**src/rtl/axis_pkt_gen.sv**
```systemverilog
// AXI4-Stream packet generator.
// Sends runs of fixed-length packets with a selectable data pattern, an
// optional idle gap between packets and an optional packet-count limit.
// Configuration is captured when a run starts and held for the whole run.
module axis_pkt_gen #(
  parameter int WIDTH = 8,
  parameter int LBITS = 11,
  parameter int CBITS = 16
) (
  input  logic             clock,
  input  logic             reset,
  input  logic             enable_i,
  input  logic [1:0]       mode_i,
  input  logic [LBITS-1:0] length_i,
  input  logic [7:0]       gap_i,
  input  logic [CBITS-1:0] limit_i,
  output logic             m_tvalid_o,
  input  logic             m_tready_i,
  output logic             m_tlast_o,
  output logic             m_tkeep_o,
  output logic [WIDTH-1:0] m_tdata_o,
  output logic             busy_o,
  output logic             done_o,
  output logic [CBITS-1:0] count_o
);

  typedef enum logic [1:0] {
    ST_IDLE,
    ST_SEND,
    ST_GAP,
    ST_DONE
  } state_t;

  localparam logic [31:0]      LFSR_POLY = 32'h8020_0003;
  localparam logic [31:0]      LFSR_SEED = 32'hFFFF_FFFF;
  localparam logic [WIDTH-1:0] CONST_PAT = {(WIDTH / 8){8'hA5}};

  localparam logic [1:0] MODE_COUNTER = 2'd0;
  localparam logic [1:0] MODE_LFSR    = 2'd1;
  localparam logic [1:0] MODE_CONST   = 2'd2;

  // Run state and the configuration captured at run start.
  state_t           state_q,   state_d;
  logic [1:0]       mode_q,    mode_d;
  logic [LBITS-1:0] len_q,     len_d;
  logic [7:0]       gap_q,     gap_d;
  logic [CBITS-1:0] limit_q,   limit_d;

  // Progress counters and pattern sources.
  logic [CBITS-1:0] count_q,   count_d;
  logic [LBITS-1:0] beat_q,    beat_d;
  logic [7:0]       gap_cnt_q, gap_cnt_d;
  logic [WIDTH-1:0] ctr_q,     ctr_d;
  logic [31:0]      lfsr_q,    lfsr_d;

  // Helper terms shared by the next-state and output logic.
  logic             xfer;
  logic             is_zlp;
  logic             is_last;
  logic [CBITS-1:0] count_inc;
  logic [31:0]      lfsr_step;
  logic             limit_hit;

  // Decode the current beat: handshake, zero-length packet and end-of-packet.
  always_comb begin
    xfer      = (state_q == ST_SEND) && m_tready_i;
    is_zlp    = (len_q == '0);
    is_last   = is_zlp || (beat_q == (len_q - 1'b1));
    count_inc = count_q + 1'b1;
    lfsr_step = {1'b0, lfsr_q[31:1]} ^ (lfsr_q[0] ? LFSR_POLY : 32'h0);
    limit_hit = (limit_q != '0) && (count_inc == limit_q);
  end

  // Next-state logic: run start, beat advance, packet completion and gap timing.
  always_comb begin
    state_d   = state_q;
    mode_d    = mode_q;
    len_d     = len_q;
    gap_d     = gap_q;
    limit_d   = limit_q;
    count_d   = count_q;
    beat_d    = beat_q;
    gap_cnt_d = gap_cnt_q;
    ctr_d     = ctr_q;
    lfsr_d    = lfsr_q;

    case (state_q)
      ST_IDLE: begin
        if (enable_i) begin
          state_d = ST_SEND;
          mode_d  = mode_i;
          len_d   = length_i;
          gap_d   = gap_i;
          limit_d = limit_i;
          count_d = '0;
          beat_d  = '0;
          ctr_d   = '0;
          lfsr_d  = LFSR_SEED;
        end
      end

      ST_SEND: begin
        if (xfer) begin
          // Zero-length packets carry no payload, so the pattern sources stay put.
          if (!is_zlp) begin
            ctr_d  = ctr_q + 1'b1;
            lfsr_d = lfsr_step;
          end
          if (is_last) begin
            beat_d    = '0;
            count_d   = count_inc;
            gap_cnt_d = gap_q;
            // Reaching the limit wins over everything, even a falling enable.
            if (limit_hit) begin
              state_d = ST_DONE;
            end else if (!enable_i) begin
              state_d = ST_IDLE;
            end else if (gap_q != 8'd0) begin
              state_d = ST_GAP;
            end else begin
              state_d = ST_SEND;
            end
          end else begin
            beat_d = beat_q + 1'b1;
          end
        end
      end

      ST_GAP: begin
        // The counter is loaded with the gap length, so the cycle that sees 1
        // is the last idle cycle and decides whether the run continues.
        if (gap_cnt_q <= 8'd1) begin
          state_d = enable_i ? ST_SEND : ST_IDLE;
        end else begin
          gap_cnt_d = gap_cnt_q - 8'd1;
        end
      end

      ST_DONE: begin
        if (!enable_i) begin
          state_d = ST_IDLE;
        end
      end

      default: begin
        state_d = ST_IDLE;
      end
    endcase
  end

  // State and datapath registers; reset drops straight back to IDLE.
  always_ff @(posedge clock or posedge reset) begin
    if (reset) begin
      state_q   <= ST_IDLE;
      mode_q    <= 2'd0;
      len_q     <= '0;
      gap_q     <= 8'd0;
      limit_q   <= '0;
      count_q   <= '0;
      beat_q    <= '0;
      gap_cnt_q <= 8'd0;
      ctr_q     <= '0;
      lfsr_q    <= LFSR_SEED;
    end else begin
      state_q   <= state_d;
      mode_q    <= mode_d;
      len_q     <= len_d;
      gap_q     <= gap_d;
      limit_q   <= limit_d;
      count_q   <= count_d;
      beat_q    <= beat_d;
      gap_cnt_q <= gap_cnt_d;
      ctr_q     <= ctr_d;
      lfsr_q    <= lfsr_d;
    end
  end

  // Stream and status outputs; payload is forced to zero outside SEND.
  always_comb begin
    m_tvalid_o = (state_q == ST_SEND);
    busy_o     = (state_q != ST_IDLE);
    done_o     = (state_q == ST_DONE);
    count_o    = count_q;
    m_tlast_o  = 1'b0;
    m_tkeep_o  = 1'b0;
    m_tdata_o  = '0;

    if (state_q == ST_SEND) begin
      m_tlast_o = is_last;
      m_tkeep_o = !is_zlp;
      if (!is_zlp) begin
        case (mode_q)
          MODE_COUNTER: m_tdata_o = ctr_q;
          MODE_LFSR:    m_tdata_o = lfsr_q[WIDTH-1:0];
          MODE_CONST:   m_tdata_o = CONST_PAT;
          default:      m_tdata_o = WIDTH'(beat_q);
        endcase
      end
    end
  end

endmodule
```
**config.mk**
```make
export PLATFORM = sky130hd
export DESIGN_NAME = axis_pkt_gen
export DESIGN_NICKNAME = d
export VERILOG_FILES = /design/src/rtl/axis_pkt_gen.sv
export SDC_FILE = /design/constraint.sdc
export NUM_CORES = 1
export LEC_CHECK = 0
export BUFFER_PORTS_ARGS = -buffer_cell sky130_fd_sc_hd__buf_4
export CAP_MARGIN = 20
export CORE_AREA = 3 3 113 115
export DETAILED_ROUTE_END_ITERATION = 10
export DIE_AREA = 0 0 116 118
export GPL_TIMING_DRIVEN = 0
export PLACE_DENSITY = 0.84
export SLEW_MARGIN = 25
export SYNTH_ARGS = -nofsm -noshare
export SYNTH_HDL_FRONTEND = slang
export SYNTH_SLANG_ARGS = --single-unit
```
**constraint.sdc**
```tcl
create_clock -name clock -period 3.1 [get_ports clock]
set_input_delay 0.31 -clock clock [delete_from_list [all_inputs] [get_ports clock]]
set_output_delay 0.31 -clock clock [all_outputs]
set_load 0.01 [all_outputs]
```
==> Yosys cells after proc, flatten, opt, wreduce, memory -nomap -nowiden <==
Cells that the tools add are included.
{ "word_totals": {"ff_bits": 114, "latch_bits": 0, "ram_bits": 0, "mem_bits_ro": 0, "in_bits": 41, "out_inout_bits": 29, "n_memories": 0} }
{ "op_classes": {"n_addsub": 5, "n_mul": 0, "div_mod_pow": 0, "order_cmp": 1, "eq_ne": 14, "n_shift": 0, "n_mux": 36, "bitwise": 1, "reduce_logical": 18} }
{ "ops": {"columns": ["operator", "n"], "rows": [
  ["$mux 32", 4],
  ["$mux 8", 8],
  ["$pmux 32 s2", 1],
  ["$mux 16", 3],
  ["$mux 11", 3],
  ["$pmux 16 s2", 1],
  ["$pmux 8 s2", 2],
  ["$xor 31x32->32", 1],
  ["$pmux 8 s3", 1],
  ["$pmux 11 s2", 1],
  ["$add 16x1->16 const B", 1],
  ["$eq 16x16->1", 1],
  ["$mux 2", 8],
  ["$reduce_bool 16->1", 1],
  ["$reduce_and 4->1", 3],
  ["$add 11x1->11 const B", 1],
  ["$eq 11x11->1", 1],
  ["$logic_not 11->1", 1],
  ["$sub 11x1->11 const B", 1],
  ["$ne 2x2->1 const B", 5],
  ["$add 8x1->8 const B", 1],
  ["$le 8x1->1 const B", 1],
  ["$pmux 2 s4", 1],
  ["$reduce_bool 8->1", 1],
  ["13 further kinds", 23]
]} }

==> Logic depth before layout (Yosys ltp) <==
{ "logic_depth": {"ltp_word": 7, "mapped_depth": 11, "depth_no_buf": 9} }

==> Worst setup path after synthesis <==
OpenSTA, ideal clock, no wires.
{ "synth_path": {"kind": "register to register", "from": "reg len_q[0]", "to": "reg count_q[0], in the netlist count_o[0]", "setup_ns": 0.125, "arrival_time_ns": 2.534, "setup_slack_ns": 0.441, "path_stages_with_launch": 11, "path_cell_list": "dfrtp_1 inv_1 ha_1 or3b_1 or4_1 o32ai_1 a31oi_1 o31ai_4 and2_4 buf_6 mux2_4"} }
{ "synth_via": {"elab_chain_len": 5, "word_cells_on_any_way": 6} }
{ "synth_lines": {"columns": ["element", "line", "rtl"], "rows": [
  ["from (decl)", "45", "logic [LBITS-1:0] len_q, len_d;"],
  ["from (signal assigned)", "167", "len_q <= len_d;"],
  ["$sub 11x1->11", "68", "is_last = is_zlp || (beat_q == (len_q - 1'b1));"],
  ["$eq 11x11->1", "68", null],
  ["$logic_or 1x1->1 (*)", "68", null],
  ["$ne 2x1->1 (no source line) (*)", null, null],
  ["$reduce_and 4->1 (no source line) (*)", null, null],
  ["to (signal assigned)", "170", "count_q <= count_d;"],
  ["to (decl)", "50", "logic [CBITS-1:0] count_q, count_d;"]
]} }
Mark *: on every way between the ends. The rest lies on a longest branch, timed or not.
A chain may end at the register's enable or synchronous reset.

==> Worst setup path after layout <==
{ "layout_path": {"from": "reg len_q[1]", "to": "out m_tlast_o"} }
{ "layout_via": {"elab_chain_len": 4, "word_cells_on_any_way": 5} }
{ "layout_lines": {"columns": ["element", "line", "rtl"], "rows": [
  ["$sub 11x1->11", "68", null],
  ["$eq 11x11->1", "68", null],
  ["$logic_or 1x1->1 (*)", "68", null],
  ["$mux 1 (*)", "188", "if (state_q == ST_SEND) begin"],
  ["to (decl)", "19", "output logic m_tlast_o,"]
]} }
Marked as above.

==> parameters.txt <==
Parameter                              Value

Run status
  Status ... complete, no violations

Floorplanning
  Core Rows ... 40
  Core area ... 11,900 sq um
  Starting Density ... 0.526
  Overall die width ... 116 microns
  I/O pins ... 70
  Die height ... 118 microns
  Floorplan die area ... 13,700 sq um

Synthesis
  Post-synthesis cell type with the largest combined area ... dfrtp_1
  Synth Area in Simple Gates ... 0.169
  Compound-cell area share of the yosys netlist ... 0.163
  Main combinational cell family by area after synthesis ... simple AND/OR/NAND/NOR gates
  Unique masters post-synth ... 66
  Share of the synthesized area in the top cell type ... 0.327
  Fraction of synthesized area in multiplexers ... 0.0850
  Synthesized netlist cell count ... 613
  Arithmetic-cell share of the synthesized area counting full adders, half adders and majority gates ... 0.0140
  Syn Nets ... 661
  Synth warnings ... 0
  Cell types with the largest area share after synthesis ... dfrtp_1 33%, dfstp_2 13%, mux2_2 6.8%, xnor2_1 4.3%, o22a_1 4.2%
  Number of synthesized register bits ... 114
  Count of flip-flops with a built-in enable after synthesis ... 0
  XOR/XNOR share of the synthesized area ... 0.0698
  Proportion of synthesized flip-flops having asynchronous set or reset ... 1.00
  Post-Syn Area ... 6270 sq um
  Mean instance size in the synthesized netlist ... 10.2 sq um
  Most used flip-flop cell after synthesis ... dfrtp_1
  Proportion of synthesized chip area in sequential cells ... 0.461

Power
  Post-layout total power ... 7.32 mW
  Worst vdd rail ir drop ... 0.794 mV
  Power per standard cell area ... 945 nW/um^2
  Reported leakage power ... 3.19 nW

Timing
  Max_slew headroom ... 0.511
  Minimum clock period ... 3000 ps
  Unrepaired setup endpoints after global routing ... no
  Clock skew after layout ... 9.93 ps
  Final clock period utilization by the worst path ... 0.969
  Setup_tns ... 0 ps
  Transition at the pin with the smallest max-transition slack ... 726 ps
  Final number of max-transition violations ... 0
  Number of setup violations in the final report ... 0
  Max frequency ... 333 MHz
  Number of hold violations in the final report ... 0

Finish
  Number of cells in the finished layout apart from fillers ... 867
  Post-layout nets ... 755
  Share of cells above drive strength 1 ... 0.290
  Layout overhead on the synthesized area ... 23.5%
  Count of inserted antenna diode cells ... 0

Setup path
  Type of destination of the critical path ... primary output
  Crit path kind ... flip-flop to primary output
  Startpoint of the most critical register-to-register path ... len_q[1]$_DFFE_PP0P_
  Nature of the critical path startpoint ... flip-flop
  Setup slack, reg-to-reg ... 200 ps
  R2r worst-path depth ... 11
  Maximum fanout encountered on the critical timing path ... 6
  Data required time at the worst endpoint ... 2790 ps
  CP arrival ... 2690 ps
  Endpoint of the worst register-to-register path ... gap_cnt_q[2]$_DFFE_PP0P_

Clocking
  Number of buffers created by CTS ... 17
  H-tree depth ... 4
  Clock sink total ... 114
  Insertion delay to the later sink of the worst-skew pair ... 420 ps
  CTS Buffer Depth ... 2
  Clock Pin Slew Worst Setup and Hold Paths ... 60 ps
  TritonCTS clock tree ... yes
  CTS root buffer ... clkbuf_16

Global route
  Global-route wire length before repair ... 25,400 microns
  Largest net degree at the start of global routing ... 34
  Initial antenna violation count ... 0
  Sum of overflow across all layers after global routing ... 0
  Total global routing track utilization ... 0.234
  Vias in the first global route ... 5,149

Run
  Count of max-cap constraint violations ... 0

Place
  Port buffer count ... 69
  Global placement routability congestion ... 0.897
  Number of cells in the design after placement ... 832
  Detailed-placement wirelength estimate ... 11,000 microns

Min path
  Type of the most critical hold path ... input port to flip-flop
  Worst hold path startpoint ... length_i[1]
  Endpoint of the worst hold-timing path ... len_q[1]$_DFFE_PP0P_
  Number of cells traversed by the worst hold path ... 3

Route
  Average wire per cell in the routed design ... 17.8 microns
  Number of routed nets with antenna violations ... 0
  Via/cell ratio ... 5.97
  Detailed-route DRC error count ... 0
  Wire length reported by the detailed router ... 15,500 microns
  Number of iterations in the first detailed-routing pass ... 6
  Number of vias in the routed layout ... 5,178
  Count of routing violations after the opening detailed-route iteration ... 371
==> cell usage in the layout (no fill, tap or decap), types with 10 or more instances in the layout <==
master / netlist / layout
nand4_1: 10 / 10
a21oi_1: 22 / 22
o2bb2ai_1: 15 / 15
mux2_2: 38 / 38
xnor2_1: 31 / 31
nand2_1: 31 / 31
buf_4: 2 / 73
xor2_1: 19 / 19
clkbuf_1: 25 / 25
nor2_1: 49 / 49
nand3_1: 16 / 16
dfstp_2: 32 / 32
inv_1: 14 / 11
o21ai_0: 16 / 16
nor2b_1: 19 / 19
dfrtp_1: 82 / 80
nor4_1: 16 / 15
clkbuf_16: 0 / 17
o22a_1: 30 / 30
a31oi_1: 11 / 10
==> synthesized netlist by cell type, drive strengths merged, types with 9 or more instances <==
library cell and instances:
o2bb2ai 15, xor2 19, a31oi 12, buf 16
and2 10, mux2i 9, nand3 16, nand2 32
inv 14, nor2 50, mux2 39, o21ai 21
dfstp 32, nor2b 19, clkbuf 25, nand4 10
o22a 30, nor4 17, xnor2 31, dfrtp 82
a21oi 22
==> registers in the layout (all words and copies together), names as in the netlist <==
signal,flops
count_o,16
lfsr_q,32
state_q,2
ctr_q,8
len_q,11
gap_q,8
beat_q,11
limit_q,16
mode_q,2
gap_cnt_q,8
==> worst max-delay path, stage by stage, from the launching register on <==
cell     delay, ps
dfrtp_2        430
inv_2           90
ha_4           160
or3b_4         380
or4_1          410
o32ai_2        120
a31oi_2        100
o31ai_1        290
and2_1         160
buf_4          110
==> routing by layer <==
layer  track usage  up-vias  part of all wire
met5             0        -                 0
met4        0.0935        0             0.020
met3        0.0581       31             0.069
met2         0.375      195              0.49
met1         0.302     2533              0.42
li1              -     2419                 -
==> per-stage QoR <==
stage / util / instance area, sq um / hold WS [ps] / setup slack [ps]
after floorplan: - / 6270 / 427 / 441
after global placement: 0.586 / 6980 / 468 / 95.1
after detailed placement: 0.591 / 7040 / 441 / 47.7
after CTS: 0.647 / 7700 / 84.9 / 19.7
after global routing: 0.650 / 7740 / 103 / 19.0
final: 0.650 / 7740 / 95.0 / 95.5
==> timing repair <==
item                       CTS  global route
resized for setup            7             5
hold endpoints to repair     5             0
setup endpoints to repair    1            17
pin swaps                    1             2
hold buffers                 1             0
setup buffers                0             2
==> where the power goes <==
part	internal, mW	switching, mW
registers	1.92	0.439
clock network	1.32	0.734
logic	1.31	1.60
total	4.55	2.77
==> cell families after synthesis <==
kind of cell,after synthesis
buffers and inverters,55
xor gates and xnor gates,50
AOI/OAI and AO/OA,139
adders and majority gates,7
muxes,48
DFF,114
and+or+nand+nor,200
==> layout make-up <==
class	instances	area [sq um]
Fill cell	905	4170
Multi-Input combinational cell	444	3190
Sequential cell	114	2900
Timing Repair Buffer	75	611
Clock buffer	19	453
Tap cell	147	184
Buffer	41	183
Clock inverter	13	173
Inverter	14	56.3
==> worst max-delay path by stage <==
stage                                     to            startpoint  cells after the start
floorplan             count_o[0]$_DFFE_PP0P_  len_q[0]$_DFFE_PP0P_                     10
finish                             m_tlast_o  len_q[1]$_DFFE_PP0P_                      9
CTS                                m_tlast_o  len_q[0]$_DFFE_PP0P_                      9
detailed placement  gap_cnt_q[2]$_DFFE_PP0P_  len_q[0]$_DFFE_PP0P_                     11
global route                       m_tlast_o  len_q[1]$_DFFE_PP0P_                      9
global placement    gap_cnt_q[3]$_DFFE_PP0P_  len_q[0]$_DFFE_PP0P_                     11
(Power assumes the default switching activity.)
